`config.mk`:
```
export PLATFORM = sky130hd
export DESIGN_NAME = matrix_scan_controller_flat
export DESIGN_NICKNAME = d
export VERILOG_FILES = /design/src/rtl/matrix_scan_controller_if.sv /design/src/rtl/matrix_scan_controller.sv /design/src/flat_wrapper.sv
export SDC_FILE = /design/constraint.sdc
export NUM_CORES = 1
export LEC_CHECK = 0
export ABC_AREA = 1
export CORE_MARGIN = 1.5
export CORE_UTILIZATION = 56
export DETAILED_ROUTE_END_ITERATION = 7
export PLACE_DENSITY_LB_ADDON = 0.08
export SETUP_SLACK_MARGIN = 0.05
export SYNTH_ARGS = -nofsm -noshare
export SYNTH_HDL_FRONTEND = slang
export SYNTH_SLANG_ARGS = --single-unit
```
`constraint.sdc`:
```
create_clock -name clock -period 1.9 [get_ports clock]
set_clock_uncertainty 0.1 [all_clocks]
set_input_delay 0.38 -clock clock [delete_from_list [all_inputs] [get_ports clock]]
set_output_delay 0.38 -clock clock [all_outputs]
set_load 0.01 [all_outputs]
```
`src/rtl/matrix_scan_controller_if.sv`:
```
// Control, image-request and display-drive signals of the LED matrix scan sequencer.
interface matrix_scan_controller_if;
  logic       enable;
  logic       auto_rotate;
  logic       img_req;
  logic [2:0] img_id;
  logic       img_ack;
  logic [2:0] row_sel;
  logic [2:0] img_sel;
  logic       row_en;
  logic       blank;
  logic       frame_start;

  modport master (
    output enable, auto_rotate, img_req, img_id,
    input  img_ack, row_sel, img_sel, row_en, blank, frame_start
  );

  modport slave (
    input  enable, auto_rotate, img_req, img_id,
    output img_ack, row_sel, img_sel, row_en, blank, frame_start
  );
endinterface

```
`src/rtl/matrix_scan_controller.sv`:
```
// Tick-enabled row/blank scan sequencer for the LED matrix, with frame-aligned
// image selection from a req/ack requester or an auto-rotate schedule.
module matrix_scan_controller #(
  parameter int unsigned ROW_TICKS        = 1000,
  parameter int unsigned BLANK_TICKS      = 24,
  parameter int unsigned NUM_ROWS         = 7,
  parameter int unsigned NUM_IMAGES       = 8,
  parameter int unsigned FRAMES_PER_IMAGE = 32
) (
  input logic                     clock,
  input logic                     reset,
  matrix_scan_controller_if.slave bus
);

  localparam int unsigned MAX_TICKS = (ROW_TICKS > BLANK_TICKS) ? ROW_TICKS : BLANK_TICKS;
  localparam int unsigned CNT_W     = (MAX_TICKS > 1) ? $clog2(MAX_TICKS) : 1;
  localparam int unsigned FC_W      = (FRAMES_PER_IMAGE > 1) ? $clog2(FRAMES_PER_IMAGE) : 1;

  localparam logic [CNT_W-1:0] ROW_LOAD   = CNT_W'(ROW_TICKS - 1);
  localparam logic [CNT_W-1:0] BLANK_LOAD = CNT_W'(BLANK_TICKS - 1);
  localparam logic [FC_W-1:0]  FC_LAST    = FC_W'(FRAMES_PER_IMAGE - 1);
  localparam logic [2:0]       ROW_LAST   = 3'(NUM_ROWS - 1);
  localparam logic [2:0]       IMG_LAST   = 3'(NUM_IMAGES - 1);
  localparam logic [3:0]       IMG_COUNT  = 4'(NUM_IMAGES);

  typedef enum logic [1:0] {IDLE, BLANK, DRIVE} state_e;

  state_e           state_q, state_d;
  logic [CNT_W-1:0] cnt_q, cnt_d;
  logic [FC_W-1:0]  frame_cnt_q, frame_cnt_d;
  logic [2:0]       row_sel_q, row_sel_d;
  logic [2:0]       img_sel_q, img_sel_d;
  logic             armed_q, armed_d;
  logic             img_ack_q, img_ack_d;
  logic             frame_start_q, frame_start_d;
  logic             row_en_q, row_en_d;
  logic             blank_q, blank_d;

  logic             boundary;
  logic             idle_update;
  logic             req_ok;
  logic             id_valid;

  // Sequencing and image selection for the next edge.
  always_comb begin
    state_d       = state_q;
    cnt_d         = cnt_q;
    frame_cnt_d   = frame_cnt_q;
    row_sel_d     = row_sel_q;
    img_sel_d     = img_sel_q;
    img_ack_d     = 1'b0;
    frame_start_d = 1'b0;
    boundary      = 1'b0;
    idle_update   = 1'b0;
    req_ok        = bus.img_req & armed_q;
    id_valid      = ({1'b0, bus.img_id} < IMG_COUNT);

    unique case (state_q)
      IDLE: begin
        idle_update = 1'b1;
        if (bus.enable) begin
          state_d       = BLANK;
          row_sel_d     = 3'd0;
          cnt_d         = BLANK_LOAD;
          frame_start_d = 1'b1;
        end
      end
      BLANK: begin
        if (!bus.enable) begin
          state_d = IDLE;
        end else if (cnt_q == '0) begin
          state_d = DRIVE;
          cnt_d   = ROW_LOAD;
        end else begin
          cnt_d = cnt_q - CNT_W'(1);
        end
      end
      DRIVE: begin
        if (!bus.enable) begin
          state_d = IDLE;
        end else if (cnt_q == '0) begin
          state_d = BLANK;
          cnt_d   = BLANK_LOAD;
          if (row_sel_q == ROW_LAST) begin
            row_sel_d     = 3'd0;
            frame_start_d = 1'b1;
            boundary      = 1'b1;
          end else begin
            row_sel_d = row_sel_q + 3'd1;
          end
        end else begin
          cnt_d = cnt_q - CNT_W'(1);
        end
      end
      default: state_d = IDLE;
    endcase

    // A pending request beats auto-rotate; out-of-range ids are acked but ignored.
    if (idle_update || boundary) begin
      if (req_ok) begin
        img_ack_d = 1'b1;
        if (id_valid) begin
          img_sel_d   = bus.img_id;
          frame_cnt_d = '0;
        end
      end else if (boundary && bus.auto_rotate) begin
        if (frame_cnt_q == FC_LAST) begin
          img_sel_d   = (img_sel_q == IMG_LAST) ? 3'd0 : img_sel_q + 3'd1;
          frame_cnt_d = '0;
        end else begin
          frame_cnt_d = frame_cnt_q + FC_W'(1);
        end
      end
    end
    if (!bus.auto_rotate) begin
      frame_cnt_d = '0;
    end

    armed_d  = !bus.img_req ? 1'b1 : (img_ack_d ? 1'b0 : armed_q);
    row_en_d = (state_d == DRIVE);
    blank_d  = ~row_en_d;
  end

  always_ff @(posedge clock or posedge reset) begin
    if (reset) begin
      state_q       <= IDLE;
      cnt_q         <= '0;
      frame_cnt_q   <= '0;
      row_sel_q     <= 3'd0;
      img_sel_q     <= 3'd0;
      armed_q       <= 1'b1;
      img_ack_q     <= 1'b0;
      frame_start_q <= 1'b0;
      row_en_q      <= 1'b0;
      blank_q       <= 1'b1;
    end else begin
      state_q       <= state_d;
      cnt_q         <= cnt_d;
      frame_cnt_q   <= frame_cnt_d;
      row_sel_q     <= row_sel_d;
      img_sel_q     <= img_sel_d;
      armed_q       <= armed_d;
      img_ack_q     <= img_ack_d;
      frame_start_q <= frame_start_d;
      row_en_q      <= row_en_d;
      blank_q       <= blank_d;
    end
  end

  assign bus.img_ack     = img_ack_q;
  assign bus.row_sel     = row_sel_q;
  assign bus.img_sel     = img_sel_q;
  assign bus.row_en      = row_en_q;
  assign bus.blank       = blank_q;
  assign bus.frame_start = frame_start_q;

endmodule

```
`src/flat_wrapper.sv`:
```
// flat-port wrapper written by rule: the top's interface ports become plain ports
module matrix_scan_controller_flat 
#(
  parameter int unsigned ROW_TICKS        = 1000,
  parameter int unsigned BLANK_TICKS      = 24,
  parameter int unsigned NUM_ROWS         = 7,
  parameter int unsigned NUM_IMAGES       = 8,
  parameter int unsigned FRAMES_PER_IMAGE = 32
)
  (clock, reset, bus_enable, bus_auto_rotate, bus_img_req, bus_img_id, bus_img_ack, bus_row_sel, bus_img_sel, bus_row_en, bus_blank, bus_frame_start);
  matrix_scan_controller_if bus_i ();
  input logic clock;
  input logic reset;
  input wire logic [$bits(bus_i.enable)-1:0] bus_enable;
  input wire logic [$bits(bus_i.auto_rotate)-1:0] bus_auto_rotate;
  input wire logic [$bits(bus_i.img_req)-1:0] bus_img_req;
  input wire logic [$bits(bus_i.img_id)-1:0] bus_img_id;
  output wire logic [$bits(bus_i.img_ack)-1:0] bus_img_ack;
  output wire logic [$bits(bus_i.row_sel)-1:0] bus_row_sel;
  output wire logic [$bits(bus_i.img_sel)-1:0] bus_img_sel;
  output wire logic [$bits(bus_i.row_en)-1:0] bus_row_en;
  output wire logic [$bits(bus_i.blank)-1:0] bus_blank;
  output wire logic [$bits(bus_i.frame_start)-1:0] bus_frame_start;
  assign bus_i.enable = bus_enable;
  assign bus_i.auto_rotate = bus_auto_rotate;
  assign bus_i.img_req = bus_img_req;
  assign bus_i.img_id = bus_img_id;
  assign bus_img_ack = bus_i.img_ack;
  assign bus_row_sel = bus_i.row_sel;
  assign bus_img_sel = bus_i.img_sel;
  assign bus_row_en = bus_i.row_en;
  assign bus_blank = bus_i.blank;
  assign bus_frame_start = bus_i.frame_start;
  matrix_scan_controller #(.ROW_TICKS(ROW_TICKS), .BLANK_TICKS(BLANK_TICKS), .NUM_ROWS(NUM_ROWS), .NUM_IMAGES(NUM_IMAGES), .FRAMES_PER_IMAGE(FRAMES_PER_IMAGE)) u_core (.clock(clock), .reset(reset), .bus(bus_i));
endmodule
```
# --- After elaboration in Yosys (flattened, before gate mapping) ---
# Index checks and enable logic that the tools add are counted.
classes:
  addsub: 4
  eq_ne: 13
  mux: 37
  bitwise: 2
  reduce_logical: 12
ops:
  columns: ["op", "n"]
  rows:
  - ["$mux 10", 5]
  - ["$pmux 10 s3", 1]
  - ["$mux 5", 5]
  - ["$mux 3", 8]
  - ["$logic_not 10->1", 1]
  - ["$mux 1", 10]
  - ["$mux 2", 5]
  - ["$sub 10x1->10 const B", 1]
  - ["$reduce_and 4->1", 2]
  - ["$add 3x1->3 const B", 2]
  - ["$eq 3x3->1 const B", 2]
  - ["$ne 2x1->1 const B", 3]
  - ["$ne 2x2->1 const B", 3]
  - ["$pmux 2 s3", 1]
  - ["$pmux 3 s2", 1]
  - ["$reduce_bool 2->1", 3]
  - ["$add 5x1->5 const B", 1]
  - ["$eq 5x5->1 const B", 1]
  - ["$eq 2x2->1 const B", 2]
  - ["$ne 3x1->1 const B", 1]
  - ["$reduce_and 3->1", 1]
  - ["$reduce_bool 3->1", 1]
  - ["$eq 2x1->1 const B", 1]
  - ["$logic_not 2->1", 1]
  - ["other kinds (6)", 6]
word_totals:
  register_bits: 28
  input_bits: 8
  out_inout_bits: 10
  word_cells: 78

# --- Depth between registers and ports, before layout ---
# Gate-level depths: netlist of the first run.
logic_depth:
  word_depth: 10
  depth_mapped: 11
  mapped_depth_nobuf: 11

# --- Least setup slack after synthesis of the first run ---
# No wires, ideal clock.
synth_timing:
  path_type: "register -> register"
  startpoint: "reg u_core.state_q[0]"
  endpoint: "reg u_core.cnt_q[6]"
  setup_ns: 0.076
  arrival_time_ns: 1.468
  required_time_ns: 1.724
  path_slack_ns: 0.256
  path_stages_with_launch: 11
  path_buffers: 1
  period_less_slack_ns: 1.644
  path_cell_list: "dfrtp_1 > inv_1 > ha_1 > buf_2 > nor2_1 > o21ai_2 > inv_4 > nand2_4 > a21oi_4 > nand2_1 > o21ai_1"
synth_between:
  elab_chain_cells: 3
  elab_cells_between_ends: 9
  classes_between: "eq/ne (5); mux (1); reduce/logical (3)"
synth_lines:
  columns: ["element", "line_no", "rtl"]
  rows:
  - ["start: declaration", "matrix_scan_controller.sv:28", "state_e state_q, state_d;"]
  - ["start signal: assignment", "matrix_scan_controller.sv:137", "state_q <= state_d;"]
  - ["$eq 2x1->1 (tied with other cells)", "matrix_scan_controller.sv:58", "unique case (state_q)"]
  - ["$ne 2x2->1 (no source line) or $reduce_bool 3->1 (tied branches)", null, null]
  - ["$reduce_and 4->1 (no source line)", null, null]
  - ["end signal: assignment", "matrix_scan_controller.sv:138", "cnt_q <= cnt_d;"]
  - ["end: declaration", "matrix_scan_controller.sv:29", "logic [CNT_W-1:0] cnt_q, cnt_d;"]
# Parallel ways exist; a longest one is shown, timed or not.
# A chain may end at the register's enable or synchronous reset.

# --- Worst setup path after layout of the first run ---
layout_timing:
  startpoint: "reg u_core.row_sel_q[2], in the netlist u_core.bus.row_sel[2]"
  endpoint: "out bus_row_sel[2]"
layout_rtl:
  columns: ["element", "line_no", "rtl"]
  rows:
  - ["start: declaration", "matrix_scan_controller.sv:31", "logic [2:0] row_sel_q, row_sel_d;"]
  - ["start signal: assignment", "matrix_scan_controller.sv:140", "row_sel_q <= row_sel_d;"]
  - ["end: declaration", "flat_wrapper.sv:19", "output wire logic [$bits(bus_i.row_sel)-1:0] bus_row_sel;"]
# No word-level cell between the ends.

==> results_dict.tcl, run 1 <==
set metrics [dict create \
    grt_antenna_before_repair 0 \
    fin_hold_ws_ns 0.275 \
    startpoint_type "register" \
    ys_top_cells_by_area "dfrtp_1 37%, nand2_1 14%, ha_1 7.1%" \
    dp_hpwl_um 2780 \
    drt_pass1_iterations 4 \
    status "completed" \
    cp-end-kind "output port" \
    io-pin-count 18 \
    placedInstanceArea_sq_um 2070 \
    min_period_ns 1.79 \
    rows 20 \
    ir_drop_v 0.000667 \
    final_antenna_net_count 0 \
    die_area_sq_um 3510 \
    timing.fmax_mhz 558 \
    via_per_inst 5.04 \
    drv_slew 0 \
    critPathSlowestCell "clkdlybuf4s50_1" \
    crit_fanout 4 \
    final-hold-violation-count 0 \
    synth_top_area_share_pct 36.7 \
    clockBufferDepth 2 \
    ys_seq_area_share_pct 39.7 \
    wl_um 3760 \
    synth_top_cell_by_area "dfrtp_1" \
    pwr_density_cell_nw_per_um2 1030 \
    max_stage_delay_ns 0.55 \
    crit_type "register to output port" \
    rrSetupSlack_ns 0.15 \
    clk_pin_slew_ns 0.16 \
    path_cells "clkdlybuf4s50_1" \
    cts_made_buffers 3 \
    synth_cells 235 \
    leakagePower_nw 1.08 \
    drtIter0Drc 55 \
    num-nets-final 289 \
    cts_sinks 28 \
    wl_per_cell_um 12.0 \
    syn_to_final_growth_pct 22.9 \
    synth_fp_nets 253 \
    worstMarginPinSlew_ns 0.361 \
    setup_violations 0 \
    core_area_sq_um 3030 \
    synth_commonest_cells "64 x nand2_1, 30 x inv_1, 26 x dfrtp_1, 21 x nand3_1, 17 x nor2_1" \
    drc_errors 0 \
    slew_headroom_pct 75.9 \
    finalCritPeriodShare_pct 94.3 \
    die_h_um 59.3 \
    crit_required_ns 1.42 \
    die_w_um 59.3 \
    synth_flop_cell "dfrtp_1" \
    rsz0062_at_grt "false" \
    grt_pass1_vias 1507 \
    syn-cell-area_sq_um 1770 \
    cts_tree "done" \
    ys_async_sr_fraction_pct 100 \
    cap_viol_max_count 0 \
    setup_tns_ns 0 \
    synth_warnings 0 \
    antennaDiodeCount 0 \
    clock_latency_ns 0.34 \
    grt_pass1_wl_um 6310 \
    crit_family "buffers and inverters" \
    htree_levels 1 \
    yosys.cell_count.top_type "nand2_1" \
    final_cell_area_sq_um 2180 \
    grt_overflow 0 \
    io_buffers 17 \
    layout-drive-gt1-share_pct 17.0 \
    synth-seq-cells 28 \
    syn_area_per_cell_sq_um 7.54 \
    grt_use_total_pct 23.5 \
    grt_max_degree 29 \
    start_util_pct 58.6 \
    routabilityCongestion 0.874 \
    cts_root_buf "clkbuf_4" \
    worst-path-buf-inv 1 \
    crit_arrival_ns 1.31 \
    min_path_type "input pin to async pin" \
    vias 1581 \
    synth_edf_count 0 \
    synthDistinctLibCells 29 \
    cts_hold_buf 0 \
]
-- report_power, final --
| part | switching (mW) | leakage [nW] | total (mW) | internal, mW |
|---|---|---|---|---|
| Clock | 0.189 | 0.0279 | 0.403 | 0.214 |
| Sequential | 0.100 | 0.359 | 0.813 | 0.713 |
| Combinational | 0.595 | 0.689 | 1.02 | 0.427 |
-- final timing paths --
kind	start	to	depth (start not counted)
max in group asynchronous	reset	u_core.bus.blank	3
max	u_core.bus.row_sel[2]	bus_row_sel[2]	1
max reg2reg	u_core.state_q[0]	u_core.cnt_q[8]	9
min	reset	u_core.cnt_q[3]	3
min reg2reg	u_core.armed_q	u_core.armed_q	2
min in group clock	u_core.armed_q	u_core.armed_q	2
-- layer usage --
layer | global-route usage (%) | share of wire, % | up-vias
li1 | - | - | 823
met1 | 29.9 | 47 | 720
met2 | 40.7 | 48 | 33
met3 | 2.62 | 3.4 | 5
met4 | 8.77 | 1.2 | 0
met5 | 0 | 0 | -
-- state kept, by name (all words and copies together) (netlist names) --
signal / cells
u_core.cnt_q: 10
u_core.frame_cnt_q: 5
u_core.bus.img_sel: 3
u_core.bus.row_sel: 3
u_core.state_q: 2
u_core.armed_q: 1
u_core.bus.blank: 1
u_core.bus.frame_start: 1
u_core.bus.img_ack: 1
u_core.bus.row_en: 1
-- cells by family (layout without fill, tap and decap cells) --
logic type / after synthesis / after routing / synth area share (%)
compound gates: 28 / 28 / 9.60
xor+xnor: 7 / 7 / 3.46
fa+ha+maj: 10 / 10 / 7.06
buf+inv: 37 / 72 / 8.04
flops: 28 / 28 / 39.7
simple gates: 125 / 125 / 32.2
-- what timing repair did --
action | in CTS | in global routing
setup endpoints to repair | 3 | 16
buffers inserted | 1 | 4
pin swaps | 0 | 2
gates resized for setup | 2 | 5
-- area by class of cell --
| cell class | count | area, sq um |
|---|---|---|
| Multi-Input combinational cell | 170 | 945 |
| Fill cell | 244 | 848 |
| Sequential cell | 28 | 704 |
| Timing Repair Buffer | 33 | 289 |
| Inverter | 35 | 134 |
| Tap cell | 44 | 55.1 |
| Clock inverter | 1 | 30.0 |
| Clock buffer | 3 | 22.5 |
-- per-stage QoR --
step	setup slack, ns	utilization [%]	instances	power [mW]
2_1_floorplan	0.256	-	235	1.47
3_3_place_gp	0.0963	68.4	305	1.77
3_5_place_dp	0.0576	68.4	305	1.78
4_1_cts	0.0682	70.4	310	2.18
5_1_grt	0.0431	72.0	314	2.42
6_report	0.108	72.0	314	2.24
-- layout by cell type (no fill, tap or decap), types with 4 or more instances in the layout --
| cell type | n |
|---|---|
| buf_4 | 16 |
| clkdlybuf4s50_1 | 16 |
| nor3_1 | 4 |
| nor2_2 | 5 |
| nand4_1 | 7 |
| o21ai_1 | 4 |
| inv_2 | 5 |
| o21ai_0 | 10 |
| nand3_1 | 21 |
| ha_1 | 9 |
| a21oi_1 | 7 |
| inv_1 | 29 |
| xor2_1 | 6 |
| nand2_1 | 64 |
| dfrtp_1 | 25 |
| nor2_1 | 15 |
No activity file was read; power rests on OpenSTA's default activity.
==> run 2, diff against run 1 <==
--- a/config.mk
+++ b/config.mk
@@ -6,6 +6,7 @@
 export NUM_CORES = 1
 export LEC_CHECK = 0
 export ABC_AREA = 1
+export CAP_MARGIN = 20
 export CORE_MARGIN = 1.5
 export CORE_UTILIZATION = 56
 export DETAILED_ROUTE_END_ITERATION = 7
==> results of run 2 <==
No change in the layout: final DEF, timing and power equal those of run 1.
